===== src/rtl/fd_pixel_fetch.sv =====
// fd_pixel_fetch: fetches a centre pixel and its 16 radius-3 circle neighbours, one RAM read per cycle
module fd_pixel_fetch #(
  parameter int IMG_W = 160,
  parameter int IMG_H = 120
) (
  input  logic         clock,
  input  logic         nReset,
  input  logic         req,
  input  logic [14:0]  refAddr,
  input  logic [7:0]   refX,
  input  logic [6:0]   refY,
  output logic         busy,
  output logic         valid,
  output logic [7:0]   refPixel,
  output logic [127:0] adjPixel,
  output logic [14:0]  memAddr,
  input  logic [7:0]   memData
);
  typedef enum logic [1:0] {IDLE, ISSUE, DRAIN, DONE} state_t;
  // fetch index k = 16..0, two's complement nibbles; k=0 is the centre
  localparam logic [16:0][3:0] DX = 68'hFEDDDEF0123332100;
  localparam logic [16:0][3:0] DY = 68'hDEF012333210FEDD0;
  state_t state, state_nx;
  logic [4:0] k;
  logic [14:0] ref_addr;
  logic [7:0] ref_x;
  logic [6:0] ref_y;
  logic signed [3:0] dx, dy;
  logic signed [9:0] xs;
  logic signed [8:0] ys;
  logic signed [14:0] off;
  logic oob, cap_oob, cap_ref, cap_adj;
  logic [3:0] slot;
  logic [7:0] ref_sh, cap;
  logic [127:0] adj_sh;
  always_comb begin
    dx = $signed(DX[k]);
    dy = $signed(DY[k]);
    off = 15'(dy) * 15'(IMG_W) + 15'(dx);
    xs = $signed({2'b0, ref_x}) + 10'(dx);
    ys = $signed({2'b0, ref_y}) + 9'(dy);
    oob = xs[9] | (xs >= 10'(IMG_W)) | ys[8] | (ys >= 9'(IMG_H));
    // data of index k-1 arrives while index k is issued; index 16 arrives in DRAIN
    cap_ref = state == ISSUE && k == 5'd1;
    cap_adj = (state == ISSUE && k >= 5'd2) || state == DRAIN;
    slot = state == DRAIN ? 4'd15 : 4'(k - 5'd2);
    cap = cap_oob ? ref_sh : memData;
    busy = state != IDLE;
    valid = state == DONE;
    state_nx = state;
    case (state)
      IDLE:  state_nx = req ? ISSUE : IDLE;
      ISSUE: state_nx = k == 5'd16 ? DRAIN : ISSUE;
      DRAIN: state_nx = DONE;
      DONE:  state_nx = IDLE;
    endcase
  end
  always_ff @(posedge clock or negedge nReset) begin
    if (!nReset) begin
      state <= IDLE;
      k <= '0;
      ref_addr <= '0;
      ref_x <= '0;
      ref_y <= '0;
      memAddr <= '0;
      cap_oob <= 1'b0;
      ref_sh <= '0;
      adj_sh <= '0;
      refPixel <= '0;
      adjPixel <= '0;
    end else begin
      state <= state_nx;
      k <= state == ISSUE ? k + 5'd1 : 5'd0;
      if (state == IDLE && req) begin
        ref_addr <= refAddr;
        ref_x <= refX;
        ref_y <= refY;
      end
      if (state == ISSUE) begin
        memAddr <= oob ? ref_addr : ref_addr + off;
        cap_oob <= oob;
      end
      if (cap_ref) ref_sh <= memData;
      if (cap_adj) adj_sh[{slot, 3'b000} +: 8] <= cap;
      if (state == DRAIN) begin
        refPixel <= ref_sh;
        adjPixel <= {cap, adj_sh[119:0]};
      end
    end
  end
endmodule


===== config.mk =====
export PLATFORM = sky130hd
export DESIGN_NAME = fd_pixel_fetch
export DESIGN_NICKNAME = d
export VERILOG_FILES = /design/src/rtl/fd_pixel_fetch.sv
export SDC_FILE = /design/constraint.sdc
export NUM_CORES = 1
export LEC_CHECK = 0
export ABC_CLOCK_PERIOD_IN_PS = 5500
export BUFFER_PORTS_ARGS = -buffer_cell sky130_fd_sc_hd__buf_2
export CAP_MARGIN = 40
export CORE_ASPECT_RATIO = 1.75
export CORE_UTILIZATION = 35
export DETAILED_ROUTE_END_ITERATION = 7
export MAX_ROUTING_LAYER = met4
export PLACE_DENSITY_LB_ADDON = 0.25
export SYNTH_ARGS = -nofsm -noshare
export SYNTH_HDL_FRONTEND = slang
export SYNTH_SLANG_ARGS = --single-unit
export TNS_END_PERCENT = 5

===== constraint.sdc =====
create_clock -name clock -period 5.5 [get_ports clock]
set_input_delay 0.275 -clock clock [delete_from_list [all_inputs] [get_ports clock]]
set_output_delay 0.275 -clock clock [all_outputs]
set_load 0.05 [all_outputs]

==> metrics, run 1 <==
mux contribution to synthesized area 5.30%; Total Wirelength 36100 um; Die X 153 um; period utilization 92.5%; max cap viols 0; First-pass DRT Iterations 8; critical setup path kind reg2reg; Die H 266 um; Std-Cell Rows 96; area post-placement 0.0154 mm2; reg2reg setup slack 0.41 ns; complex-gate fraction of the synthesized area 8.80%; Fmax 197 MHz; via/cell ratio 4.74; Hold Violations, Final 0; crit-path max FO 11; H-tree Lvls 1; clock-pin slew of the registers on the worst-case setup and hold paths 0.07 ns; CTS Root Cell clkbuf_16; critical path startpoint category flip-flop; Iter 0 DRT Violations 460; Worst-Margin Slew 1.12 ns; number of port buffers 193; failing checks design-rule violations; Post-Synthesis Cells 1437; largest family of logic cells by synthesized area simple AND/OR/NAND/NOR gates; CP endpoint kind flip-flop; Clock Sinks 317; clk buf depth 3; DP Wirelength 25100 um; fin nets 1746; commonest non-fill, non-tap cell in the layout nand2_1; Max Transition Viols Final 0; RSZ-0062 raised after global routing false; Main synth FF type dfrtp_1; first-pass GRT wire length 57900 um; DR vias 10243; WP data arrival 5.49 ns; largest net degree at the start of global routing 184; synth unique cells 53; outcome finished with violations; Ports 194; Req. time, crit path 5.91 ns; Worst Skew 0.0233 ns; Cell Area, Synth 0.0139 mm2; R2R cell count 19; adder-cell area share of the yosys netlist 5.49%; fin area 0.0168 mm2; area of the die 0.0406 mm2; R2R Path Start k[1]$_DFF_PN0_; asr flop ratio synth 100%; DRC 7; worst reg2reg path endpoint memAddr[13]$_DFFE_PN0P_; number of global-route vias before repair 10536; area grow syn2layout 20.9%; total CTS buffers 29; ant diodes 0; EDFF count, synth 0; Mapped Nets 1536; TritonCTS clock tree built; share of cells above drive strength 1 19.7%; Overflow after GRT 0; gpl congestion 0.851; final design utilization 42.9%; Hold Crit Class in2async; antenna violations before repair 0; synth warn 0; GRT Util Overall 18.7%; sequential element share of the synthesized area 57.1%; post-synthesis simple-gate area fraction 18.8%; slew margin rel. 25.6%; Min Clock Period, post-route 5.09 ns; Core Area 0.0392 mm2; Fin Setup TNS 0 ns; Initial Util 35.5%; Post-DRT Antenna Nets 0; Final Setup Violations 0; Post-Syn Area per Cell 9.68 um2; most frequent cells in the layout nand2_1, dfrtp_1, buf_2; synthesized flop and latch total 317; post-synthesis xor/xnor area fraction 1.45%; WL/cell 16.7 um; clock latency at the later pin of the worst-skew pair 0.57 ns
[final cells by class]
type                            instances  area (um2)
Timing Repair Buffer                  251        1540
Tap cell                              490         613
Clock inverter                         18         200
Fill cell                            3898       22300
Inverter                               34         128
Clock buffer                           36         802
Sequential cell                       317        7930
Multi-Input combinational cell       1014        5600
[cell usage after synthesis, types with 2 or more instances]
cell / number / area [um2]
o32ai_1: 2 / 17.5
dfrtp_1: 317 / 7930
o21ai_0: 142 / 711
xor2_1: 5 / 43.8
nand3_1: 10 / 50.1
inv_1: 33 / 124
or2_2: 11 / 68.8
nor2b_1: 7 / 43.8
or3_1: 10 / 62.6
a31oi_1: 4 / 25.0
o21bai_1: 5 / 37.5
fa_1: 5 / 100
or4_1: 2 / 15.0
and3_1: 2 / 12.5
nand4b_1: 2 / 17.5
xnor2_1: 18 / 158
mux2i_1: 32 / 320
a21o_1: 6 / 45.0
ha_1: 53 / 663
o41ai_1: 3 / 26.3
nor2_1: 37 / 139
nand3b_1: 2 / 15.0
buf_2: 4 / 20.0
o21ai_1: 8 / 40.0
nor3_1: 14 / 70.1
mux2_2: 37 / 417
clkbuf_1: 64 / 240
o211ai_1: 3 / 22.5
a211oi_1: 7 / 52.6
and2_1: 7 / 43.8
nand2_1: 523 / 1960
nand2b_1: 12 / 75.1
a21oi_1: 30 / 150
[kinds of logic after synthesis]
logic type      after synthesis
simple gates                644
flops                       317
compound gates              220
buf+inv                     106
mux                          69
fa+ha+maj                    58
xor+xnor                     23
[worst max-delay path, cell delays in order, from the launching register on]
cell and delay (ns):
dfrtp_1 0.54, inv_1 0.17, ha_1 0.22, nand2b_1 0.06
o21ai_0 0.11, o21ai_2 0.45, ha_1 0.24, inv_1 0.05
fa_1 0.48, inv_1 0.05, ha_1 0.30, inv_1 0.08
o21bai_1 0.07, a21oi_1 0.22, xnor2_1 0.14, ha_1 0.25
o41ai_1 0.62, mux2_2 0.40, o41ai_1 0.35, a31oi_1 0.12
[routing by layer]
layer / wire length [um] / vias up / GRT usage [%]
li1: - / 5110 / -
met1: 14100 / 4875 / 20.1
met2: 19500 / 197 / 34.7
met3: 1230 / 61 / 2.25
met4: 1310 / 0 / 7.29
met5: 0 / - / -
[worst max-delay path by stage]
stage	start	end	cells after the start
2_1_floorplan	k[1]$_DFF_PN0_	memAddr[13]$_DFFE_PN0P_	19
3_3_place_gp	k[1]$_DFF_PN0_	memAddr[13]$_DFFE_PN0P_	19
3_5_place_dp	k[1]$_DFF_PN0_	memAddr[13]$_DFFE_PN0P_	19
4_1_cts	k[0]$_DFF_PN0_	memAddr[13]$_DFFE_PN0P_	19
5_1_grt	k[1]$_DFF_PN0_	memAddr[13]$_DFFE_PN0P_	19
6_report	k[1]$_DFF_PN0_	memAddr[13]$_DFFE_PN0P_	19
[metrics by stage]
step | hold WS, ns | instances | setup slack, ns
detailed placement | 0.294 | 2066 | 0.439
global route | 0.340 | 2160 | 0.00132
CTS | 0.301 | 2160 | 0.409
global placement | 0.297 | 2062 | 0.634
finish | 0.283 | 2160 | 0.414
floorplan | -0.0206 | 1437 | 1.15
[state kept, by name (all words and copies together) (netlist names), named ones only]
register  flops
adjPixel    128
ref_sh        8
adj_sh      120
cap_oob       1
k             5
ref_x         8
state         1
ref_addr     15
memAddr      15
ref_y         7
refPixel      8
[timing repair]
action / 4_1_cts / 5_1_grt
endpoints found under the setup margin: 0 / 0
resized for setup: 0 / 0
hold buffers: 40 / 0
buffers inserted: 0 / 0
endpoints found under the hold margin: 114 / 0
Power of run 1 is not shown: default switching activity piles up to over one toggle a cycle in this logic, so the estimate is an artifact.
==> inputs of run 2 (changes only) <==
--- a/config.mk
+++ b/config.mk
@@ -9,7 +9,7 @@
 export BUFFER_PORTS_ARGS = -buffer_cell sky130_fd_sc_hd__buf_2
 export CAP_MARGIN = 40
 export CORE_ASPECT_RATIO = 1.75
-export CORE_UTILIZATION = 35
+export CORE_UTILIZATION = 30
 export DETAILED_ROUTE_END_ITERATION = 7
 export MAX_ROUTING_LAYER = met4
 export PLACE_DENSITY_LB_ADDON = 0.25
==> metrics, run 2 (same netlist as run 1, synthesis figures left out) <==
Worst-Margin Slew 0.921 ns; max cap viols 0; GRT Util Overall 17.0%; Largest regs adjPixel: 128 flops, adj_sh: 120 flops; clock latency at the later pin of the worst-skew pair 0.51 ns; Total Wirelength 37900 um; number of global-route vias before repair 10517; largest net degree at the start of global routing 156; Hold Crit Class in2reg; Final Setup Violations 0; via/cell ratio 4.61; Core Area 0.0458 mm2; Clock Sinks 317; clock-pin slew of the registers on the worst-case setup and hold paths 0.06 ns; Initial Util 30.4%; Worst Skew 0.0157 ns; RSZ-0062 raised after global routing false; DR vias 10363; Die X 165 um; WL/cell 16.8 um; ant diodes 0; Reg area 0.00793 mm2; reg2reg setup slack 0.57 ns; critical path endpoint memAddr[14]$_DFFE_PN0P_; area of the die 0.0472 mm2; Die H 287 um; slew margin rel. 38.6%; final design utilization 36.9%; fin nets 1743; number of port buffers 193; DRC 0; Ports 194; Hold Violations, Final 0; Worst Setup SP k[1]$_DFF_PN0_; WP data arrival 5.32 ns; outcome completed; worst reg2reg path endpoint memAddr[14]$_DFFE_PN0P_; Post-DRT Antenna Nets 0; critical path startpoint category flip-flop; CTS Root Cell clkbuf_16; critical setup path kind reg2reg; postcts setup bufs 0; R2R cell count 23; final cell count without fillers 2248; Fmax 203 MHz; flip-flop count of the largest register after layout 128; clk buf depth 3; Iter 0 DRT Violations 565; commonest non-fill, non-tap cell in the layout nand2_1; total CTS buffers 34; area occupied by multi-input gates 0.00561 mm2; DP Wirelength 26100 um; period utilization 89.7%; # fillers 4746; Min Clock Period, post-route 4.93 ns; Fin Setup TNS 0 ns; first-pass GRT wire length 59800 um; register with the most flip-flops adjPixel; Max Transition Viols Final 0; Overflow after GRT 0; TritonCTS clock tree built; gpl congestion 0.803; area grow syn2layout 21.7%; post-placement cell count 2160; share of cells above drive strength 1 19.7%; H-tree Lvls 2; Req. time, crit path 5.88 ns; antenna violations before repair 2; R2R Path Start k[1]$_DFF_PN0_; crit-path max FO 11; Std-Cell Rows 104; most frequent cells in the layout nand2_1, dfrtp_1, buf_2; First-pass DRT Iterations 5; CP endpoint kind flip-flop
## run 2: changes by cell type in the layout (fill, tap and decap cells not counted), moves of 2 or more
cell / change
clkinv_2: -7
buf_6: -2
clkbuf_16: +6
bufinv_16: -4
buf_16: +2
clkbuf_1: +6
dlygate4sd3_1: -9
buf_4: +2
## run 2: critical path: stages, from the launching register on
cell	delay, ns
dfrtp_1	0.53
inv_1	0.19
ha_1	0.22
nand2b_1	0.06
o21ai_0	0.10
o21ai_2	0.42
ha_1	0.24
inv_1	0.05
fa_1	0.47
inv_1	0.04
ha_1	0.29
inv_1	0.06
o21bai_1	0.17
and2_1	0.18
nor2_1	0.06
ha_1	0.36
nand2_1	0.08
nor3_1	0.25
a211oi_1	0.14
o41ai_1	0.34
a21oi_1	0.13
xnor2_1	0.21
a21o_1	0.15
nand3_1	0.07
## run 2: final cells by class
cell class              instances  area share, %
clock buffers                  49           5.84
clock inverters                 8          0.311
inverters                      34          0.754
multi-input cells            1014           33.1
flip-flops and latches        317           46.9
well taps                     583           4.31
repair buffers                243           8.74
## run 2: per-layer routing
| metal | track usage [%] | routed length (um) | vias to the layer above |
|---|---|---|---|
| met5 | - | 0 | - |
| met4 | 5.23 | 986 | 0 |
| li1 | - | - | 5108 |
| met2 | 30.5 | 20400 | 189 |
| met1 | 19.2 | 15100 | 5012 |
| met3 | 2.29 | 1360 | 54 |
## run 2: timing repair
item	in CTS	in global routing
setup endpoints to repair	0	1
hold buffers	31	0
endpoints found under the hold margin	126	0
gates resized for setup	0	1
## run 2: worst min-delay path by stage
stage	startpoint	endpoint	cells past startpoint
after floorplan	nReset	asynchronous set/reset pin	0
after global placement	nReset	adjPixel[54]$_DFFE_PN0P_	1
after detailed placement	nReset	adjPixel[54]$_DFFE_PN0P_	1
after CTS	memData[4]	ref_sh[4]$_DFFE_PN0P_	2
after global routing	memData[3]	ref_sh[3]$_DFFE_PN0P_	2
final	memData[4]	ref_sh[4]$_DFFE_PN0P_	2
## run 2: stage by stage
step                cell area, um2  hold slack [ns]  setup slack [ns]
CTS                          16900          0.00534             0.459
detailed placement           15600            0.359             0.498
floorplan                    13900          -0.0206              1.15
global placement             15500            0.350             0.597
global route                 16900           0.0152             0.120
finish                       16900           0.0335             0.567
Power of run 2 is left out for the same reason.
